<file path="src/rtl/inv_sub_shift_rows_pkg.sv">
// Shared AES definitions for the inverse ShiftRows/SubBytes stage.
//   BLOCK_W / BYTE_W / NB : state geometry (128-bit state, 8-bit bytes, 4 columns)
//   state_t               : control FSM states
//   inv_shift_src(i)      : source byte index that InvShiftRows moves into output byte i
// Byte k of a state lives at [127-8k -: 8] and sits at row k%4, column k/4.
package inv_sub_shift_rows_pkg;

  localparam int BLOCK_W = 128;
  localparam int BYTE_W  = 8;
  localparam int NB      = 4;
  localparam int NBYTES  = BLOCK_W / BYTE_W;

  typedef enum logic [1:0] {
    IDLE = 2'd0,
    BUSY = 2'd1,
    DONE = 2'd2
  } state_t;

  // Output (r,c) takes input (r, (c-r) mod 4). Index i = {c, r}, so the
  // column subtraction is plain 2-bit wraparound arithmetic.
  function automatic logic [3:0] inv_shift_src(input logic [3:0] i);
    logic [1:0] row;
    logic [1:0] col;
    logic [1:0] src_col;
    row     = i[1:0];
    col     = i[3:2];
    src_col = col - row;
    return {src_col, row};
  endfunction

endpackage

</file>
<file path="src/rtl/inv_sub_shift_rows_inv_sbox.sv">
// AES inverse S-box: purely combinational 256-entry lookup.
//   in_byte  : byte to substitute
//   out_byte : InvSbox(in_byte)
module inv_sbox
  import inv_sub_shift_rows_pkg::*;
(
  input  logic [BYTE_W-1:0] in_byte,
  output logic [BYTE_W-1:0] out_byte
);

  // Entry x sits at bits [(255-x)*8 +: 8]; one 128-bit row per 16 entries.
  localparam logic [2047:0] INV_SBOX = {
    128'h52096ad53036a538bf40a39e81f3d7fb,
    128'h7ce339829b2fff87348e4344c4dee9cb,
    128'h547b9432a6c2233dee4c950b42fac34e,
    128'h082ea16628d924b2765ba2496d8bd125,
    128'h72f8f66486689816d4a45ccc5d65b692,
    128'h6c704850fdedb9da5e154657a78d9d84,
    128'h90d8ab008cbcd30af7e45805b8b34506,
    128'hd02c1e8fca3f0f02c1afbd0301138a6b,
    128'h3a9111414f67dcea97f2cfcef0b4e673,
    128'h96ac7422e7ad3585e2f937e81c75df6e,
    128'h47f11a711d29c5896fb7620eaa18be1b,
    128'hfc563e4bc6d279209adbc0fe78cd5af4,
    128'h1fdda8338807c731b11210592780ec5f,
    128'h60517fa919b54a0d2de57a9f93c99cef,
    128'ha0e03b4dae2af5b0c8ebbb3c83539961,
    128'h172b047eba77d626e169146355210c7d
  };

  // (255 - x) * 8 == {~x, 3'b000}
  assign out_byte = INV_SBOX[{~in_byte, 3'b000} +: BYTE_W];

endmodule

</file>
<file path="src/rtl/inv_sub_shift_rows.sv">
// Iterative InvShiftRows + InvSubBytes over one 128-bit AES state.
//   clk, rst_n           : clock (rising edge), asynchronous active-low reset
//   in_valid/in_ready    : input handshake, in_state captured on the accepting edge
//   in_state             : state to transform, byte 0 at [127:120]
//   out_valid/out_ready  : output handshake, out_state held until accepted
//   out_state            : InvSubBytes(InvShiftRows(in_state))
//   busy                 : a transaction is being processed or awaiting pickup
// Handshake rule: a transfer happens on the rising edge where valid && ready;
// valid, once raised, holds with its data until that edge, and ready may
// depend combinationally on the other side's ready (in_ready uses out_ready
// so a result can be handed off and the next state taken in the same cycle).
module inv_sub_shift_rows
  import inv_sub_shift_rows_pkg::*;
#(
  parameter int BYTES_PER_CYCLE = 1
) (
  input  logic               clk,
  input  logic               rst_n,
  input  logic               in_valid,
  output logic               in_ready,
  input  logic [BLOCK_W-1:0] in_state,
  output logic               out_valid,
  input  logic               out_ready,
  output logic [BLOCK_W-1:0] out_state,
  output logic               busy
);

  localparam int         BPC      = BYTES_PER_CYCLE;
  localparam logic [3:0] STEP     = 4'(BPC);
  localparam logic [3:0] LAST_CNT = 4'(NBYTES - BPC);

  if (BPC != 1 && BPC != 2 && BPC != 4) begin : g_bpc_check
    $error("BYTES_PER_CYCLE must be 1, 2 or 4");
  end

  state_t             state_q, state_d;
  logic [3:0]         cnt_q, cnt_d;
  logic               last_q, last_d;
  logic [BLOCK_W-1:0] cap_q, out_q, out_d;
  logic               load, write;

  logic [3:0]        idx    [BPC];
  logic [3:0]        src    [BPC];
  logic [BYTE_W-1:0] sb_in  [BPC];
  logic [BYTE_W-1:0] sb_out [BPC];

  // One lookup lane per byte handled this cycle: lane g produces output byte
  // cnt+g from the captured byte that InvShiftRows moves there.
  for (genvar g = 0; g < BPC; g++) begin : g_lane
    assign idx[g]   = cnt_q + 4'(g);
    assign src[g]   = inv_shift_src(idx[g]);
    assign sb_in[g] = cap_q[{~src[g], 3'b000} +: BYTE_W];
    inv_sbox u_inv_sbox (
      .in_byte  (sb_in[g]),
      .out_byte (sb_out[g])
    );
  end

  assign in_ready  = rst_n && ((state_q == IDLE) || (state_q == DONE && out_ready));
  assign out_valid = (state_q == DONE);
  assign busy      = (state_q == BUSY) || (state_q == DONE);
  assign out_state = out_q;

  // last_q marks that the final group has been written; BUSY spends one more
  // cycle before presenting, giving 16/BPC+1 cycles per state.
  always_comb begin
    state_d = state_q;
    cnt_d   = cnt_q;
    last_d  = last_q;
    load    = 1'b0;
    write   = 1'b0;
    case (state_q)
      IDLE: begin
        if (in_valid && in_ready) load = 1'b1;
      end
      BUSY: begin
        if (last_q) begin
          state_d = DONE;
        end else begin
          write = 1'b1;
          if (cnt_q == LAST_CNT) last_d = 1'b1;
          else                   cnt_d  = cnt_q + STEP;
        end
      end
      DONE: begin
        if (out_ready) begin
          state_d = IDLE;
          if (in_valid && in_ready) load = 1'b1;
        end
      end
      default: state_d = IDLE;
    endcase
    if (load) begin
      state_d = BUSY;
      cnt_d   = '0;
      last_d  = 1'b0;
    end
  end

  always_comb begin
    out_d = out_q;
    if (write) begin
      for (int j = 0; j < BPC; j++) begin
        out_d[{~idx[j], 3'b000} +: BYTE_W] = sb_out[j];
      end
    end
  end

  always_ff @(posedge clk or negedge rst_n) begin
    if (!rst_n) begin
      state_q <= IDLE;
      cnt_q   <= '0;
      last_q  <= 1'b0;
    end else begin
      state_q <= state_d;
      cnt_q   <= cnt_d;
      last_q  <= last_d;
    end
  end

  always_ff @(posedge clk or negedge rst_n) begin
    if (!rst_n) begin
      cap_q <= '0;
      out_q <= '0;
    end else begin
      if (load) cap_q <= in_state;
      out_q <= out_d;
    end
  end

endmodule

</file>
<file path="config.mk">
export PLATFORM = sky130hd
export DESIGN_NAME = inv_sub_shift_rows
export DESIGN_NICKNAME = d
export VERILOG_FILES = /design/src/rtl/inv_sub_shift_rows_pkg.sv /design/src/rtl/inv_sub_shift_rows_inv_sbox.sv /design/src/rtl/inv_sub_shift_rows.sv
export SDC_FILE = /design/constraint.sdc
export NUM_CORES = 1
export LEC_CHECK = 0
export ABC_CLOCK_PERIOD_IN_PS = 7100
export CAP_MARGIN = 10
export CORE_MARGIN = 8
export CORE_UTILIZATION = 40
export DETAILED_ROUTE_END_ITERATION = 8
export DONT_BUFFER_PORTS = 1
export PLACE_DENSITY = 0.52
export SETUP_SLACK_MARGIN = 0.15
export SKIP_CTS_REPAIR_TIMING = 1
export SLEW_MARGIN = 20
export SYNTH_ARGS = -nofsm -noshare
export SYNTH_HDL_FRONTEND = slang
export SYNTH_SLANG_ARGS = --single-unit
</file>
<file path="constraint.sdc">
create_clock -name clk -period 7.1 [get_ports clk]
set_clock_uncertainty 0.2 [all_clocks]
set_input_delay 0.355 -clock clk [delete_from_list [all_inputs] [get_ports clk]]
set_output_delay 0.355 -clock clk [all_outputs]
set_load 0.02 [all_outputs]
</file>
# Word-level counts from Yosys, hierarchy flattened
# Cells that the tools add are included.
[op_classes]
n_bitwise = 3
n_eq_ne = 8
reduce_logical = 9
n_shift = 4
add_sub_neg = 3
muxes = 18
[ops]
columns = ["op", "count"]
rows = [
  ["2048-bit by 12-bit indexed part select with 8-bit output (first input constant)", 1],
  ["128-bit bitwise mux", 1],
  ["8-bit by 9-bit variable shift with 128-bit output (first input constant)", 1],
  ["128-bit by 8-bit indexed part select with 8-bit output", 1],
  ["8-bit by 9-bit indexed part select with 128-bit output", 1],
  ["4-bit two-way mux", 4],
  ["7-bit negation with 9-bit output", 1],
  ["1-bit two-way mux", 8],
  ["4-bit NOT", 2],
  ["8-bit NOT", 1],
  ["2-bit two-way mux", 3],
  ["2-bit case mux with 3 select lines", 1],
  ["3-bit AND reduction", 2],
  ["4-bit by 1-bit adder with 4-bit output (second input constant)", 1],
  ["4-bit equality test (second input constant)", 1],
  ["2-bit inequality test (second input constant)", 2],
  ["1-bit logical AND", 3],
  ["3-bit by 1-bit inequality test with 1-bit output (second input constant)", 1],
  ["3-bit inequality test (second input constant)", 1],
  ["2-bit by 1-bit equality test with 1-bit output (second input constant)", 1],
  ["2-bit equality test (second input constant)", 1],
  ["2-bit zero test", 1],
  ["1-bit logical OR", 2],
  ["2-bit by 1-bit inequality test with 1-bit output (second input constant)", 1],
  ["other kinds (3)", 3],
]
[totals]
input_bits = 132
elab_cells = 50
ff_bits = 263

# Logic depth before layout (Yosys ltp)
[depth]
word_depth = 10
mapped_depth = 23
mapped_depth_nobuf = 16

# By module
# A second synthesis with hierarchy kept.
[hier_totals]
cells_unflattened = 1237
area_unflattened_um2 = 14923.1
[by_module_without_submodules]
columns = ["mod", "seq_area_each_um2", "cells_each", "area_each_um2", "instances"]
rows = [
  ["inv_sub_shift_rows", 6581.3, 687, 11428.5, 1],
  ["inv_sbox", 0.0, 550, 3494.6, 1],
]

# Worst setup path before layout
# No wires, ideal clock.
[synth_timing]
path_kind = "reg2reg"
start = "register cnt_q[2]"
end = "register out_q[62] (netlist: out_state[62])"
setup_slack_ns = 2.380
n_path_buf = 5
stages_incl_launch_ff = 19
required_ns = 6.779
setup_ns = 0.121
arrival_ns = 4.399
path_cell_list = "dfrtp_1 clkbuf_1 inv_1 ha_1 xnor2_2 mux2_2 nor4_1 a31oi_1 buf_2 ha_1 clkbuf_1 clkbuf_1 o21ai_2 nand3_1 a41o_1 or4_1 a32o_2 buf_6 a22o_1"
[synth_via]
elab_chain_cells = 7
[synth_rtl]
columns = ["item", "line_no", "text"]
rows = [
  ["start, declared", "inv_sub_shift_rows.sv:37", "logic [3:0] cnt_q, cnt_d;"],
  ["start signal, assigned", "inv_sub_shift_rows.sv:116", "cnt_q <= cnt_d;"],
  ["2-bit subtractor", "inv_sub_shift_rows_pkg.sv:27", "src_col = col - row;"],
  ["4-bit NOT", "inv_sub_shift_rows.sv:52", "assign sb_in[g] = cap_q[{~src[g], 3'b000} +: BYTE_W];"],
  ["128-bit by 8-bit indexed part select with 8-bit output", "inv_sub_shift_rows.sv:52", ""],
  ["8-bit NOT", "inv_sub_shift_rows_inv_sbox.sv:32", "assign out_byte = INV_SBOX[{~in_byte, 3'b000} +: BYTE_W];"],
  ["2048-bit by 12-bit indexed part select with 8-bit output", "inv_sub_shift_rows_inv_sbox.sv:32", ""],
  ["8-bit by 9-bit indexed part select with 128-bit output", "inv_sub_shift_rows.sv:104", "out_d[{~idx[j], 3'b000} +: BYTE_W] = sb_out[j];"],
  ["128-bit bitwise mux *", "inv_sub_shift_rows.sv:104", ""],
  ["end signal, assigned", "inv_sub_shift_rows.sv:127", "out_q <= out_d;"],
  ["end, declared", "inv_sub_shift_rows.sv:39", "logic [BLOCK_W-1:0] cap_q, out_q, out_d;"],
]
# Every way passes the cells marked *; elsewhere a longest branch is shown, timed or not.
# A chain may end at the register's enable or synchronous reset.

# Worst setup path in the final report
[layout_timing]
start = "register cnt_q[2]"
end = "register out_q[97] (netlist: out_state[97])"
# Same word-level chain as after synthesis.

==> impl_metrics.yaml <==
status:
  status: "finished with violations"
  violations: "max-slew violations"
synthesis:
  synth_top_area_share_pct: 45.1
  syn_avg_cell_area_um2: 8.82
  synthFlopType: "dfrtp_1"
  syn-instance-count: 1656
  async_flop_share_pct: 100
  yosysMostFrequentCell: "nand2_1"
  ys_warn_count: 0
  synth-seq-cells: 263
  ys_seq_area_share_pct: 45.1
  synth_cell_type_count: 89
  synth_edf_count: 0
  syn_area_um2: 14600
  synth_area_leaders: "dfrtp_1 (45%), nand2_1 (15%), o21ai_0 (4.9%)"
  yosysTopAreaCell: "dfrtp_1"
  synth_fp_nets: 1815
  synth_top_cells_by_count: "nand2_1 (565), dfrtp_1 (263), o21ai_0 (143)"
floorplanning:
  dieArea_um2: 42900
  start_util_pct: 40.3
  die_x_um: 207
  fp.dieH_um: 207
  ios: 263
  num_rows: 70
  core_um2: 36300
setup_path:
  crit_arrival_ps: 6050
  cp-start-kind: "flop"
  crit_type: "reg -> reg"
  worstPathRequired_ps: 7380
  r2r-start: "cnt_q[2]$_DFFE_PN0P_"
  startpoint: "cnt_q[2]$_DFFE_PN0P_"
  cp-end-kind: "flop"
  critical_path.max_fanout: 12
run:
  maxCapViolCount: 0
drt:
  avgRoutedWirePerCell_um: 26.8
  drc: 0
  routed_wl_mm: 60.0
  drt_pass1_iterations: 6
  ant_nets: 0
  vias: 13647
  drtIter0Drc: 1677
  via_per_inst: 6.09
layout:
  finalNetCount: 1905
  drive_above_1_share_pct: 9.84
  syn2layout_area_growth_pct: 18.5
place:
  portBuffers: 0
  gp_congestion: 1.07
  hpwl_mm: 41.8
  pre_cts_slack_ps: 1510
grt:
  grt_pass1_vias: 13025
  grt_usage_pct: 26.4
  antenna_found_initial: 4
  grt_overflow: 0
  grt_pass1_wl_mm: 88.2
  grt_max_degree: 265
timing:
  tns_ps: 0
  setup_ws_ps: 1330
  max_freq_mhz: 173
  tightest_slew_ps: 1850
  slew_violations: 202
  finalCriticalPeriod_ps: 5770
  hold_violations: 0
  rsz0062_at_grt: "no"
  fin_crit_sh_pct: 81.2
  slew-limit-headroom_pct: -23.2
  setup_viol: 0
clock_network:
  clock_sinks: 263
  root_buffer: "clkbuf_16"
  clock_latency_ps: 560
  cts_inserted_buffers: 30
  htreeDepth: 1
  clkTransAtPathRegs_ps: 60
  clk_path_buf_depth: 3
  tritoncts: "built"
hold_path:
  min_path_type: "in -> async"
## cell families (layout without fill, tap and decap cells)
| group | Yosys count | in the layout | share of synthesized area, % |
|---|---|---|---|
| multiplexers | 57 | 57 | 7.12 |
| AO/OA/AOI/OAI | 413 | 413 | 18.9 |
| XOR/XNOR | 5 | 5 | 0.445 |
| buffers and inverters | 139 | 252 | 5.15 |
| other | 0 | 4 | 0 |
| flip-flops | 263 | 263 | 45.1 |
| adder cells (fa/ha/maj) | 27 | 27 | 2.31 |
| AND/OR/NAND/NOR | 752 | 752 | 21.0 |
## worst max-delay path, cell delays in order (launching register included)
cell	delay [ps]
dfrtp_1	480
inv_1	140
ha_1	270
xnor2_2	150
buf_4	210
mux2_2	350
nor4_1	310
a31oi_2	340
inv_1	350
ha_1	390
inv_1	170
nor2_1	740
o221ai_1	260
o311ai_0	160
a41oi_1	190
o21a_1	380
or2_1	420
o21ai_1	170
## registers in the layout, indices dropped and copies added (netlist names)
name	cells
out_state	128
state_q	2
last_q	1
cnt_q	4
cap_q	128
## per-stage QoR
step	cell area [um^2]	instances	util, %	hold slack (ps)
2_1_floorplan	14600	1656	-	-141
3_3_place_gp	14900	2051	41.1	-131
3_5_place_dp	14900	2051	41.2	-131
4_1_cts	16000	2106	44.0	-719
5_1_grt	17300	2240	47.7	225
6_report	17300	2241	47.7	159
## worst paths after layout
| path | slack [ps] | to | cells past startpoint |
|---|---|---|---|
| setup / recovery | 1330 | out_state[97]$_DFFE_PN0P_ | 17 |
| hold / removal | 160 | cap_q[33]$_DFFE_PN0P_ | 2 |
| setup reg to reg | 1330 | out_state[97]$_DFFE_PN0P_ | 17 |
| hold reg to reg | 260 | cap_q[66]$_DFFE_PN0P_ | 2 |
| max in group asynchronous | 4920 | out_state[3]$_DFFE_PN0P_ | 2 |
| min in group clk | 170 | state_q[0]$_DFFE_PN0P_ | 2 |
## routing by layer
layer / wire (um) / global-route usage [%] / vias to the layer above
met1: 25000 / 35.8 / 6648
met5: 0 / 0 / -
met2: 27200 / 41.0 / 782
met4: 2830 / 10.8 / 0
li1: - / - / 6027
met3: 4890 / 5.12 / 190
## layout by cell type (no fill, tap or decap), types with 9 or more instances in the layout
master	n
nand3_1	21
o21ai_0	141
a21oi_1	47
clkbuf_8	11
mux4_1	9
o22ai_1	9
nor2_1	78
mux4_2	24
dfrtp_1	262
o311ai_0	13
a31oi_1	19
nand2_1	564
clkbuf_16	30
nor3_1	29
buf_4	49
o21ai_1	14
o31ai_1	21
dlygate4sd3_1	130
a211oi_1	15
ha_1	27
o211ai_1	15
nand4_1	12
a22o_1	25
mux2_2	14
inv_1	12
## layout make-up
class	count	area (um^2)
multi-input cells	1254	7300
inverters	15	56.3
clock inverters	8	113
diodes	4	10.0
clock buffers	47	925
flip-flops and latches	263	6580
well taps	468	586
repair buffers	182	1730
fillers	3492	19000
Power is not shown: default switching activity piles up to over one toggle a cycle in this logic, so the estimate is an artifact.
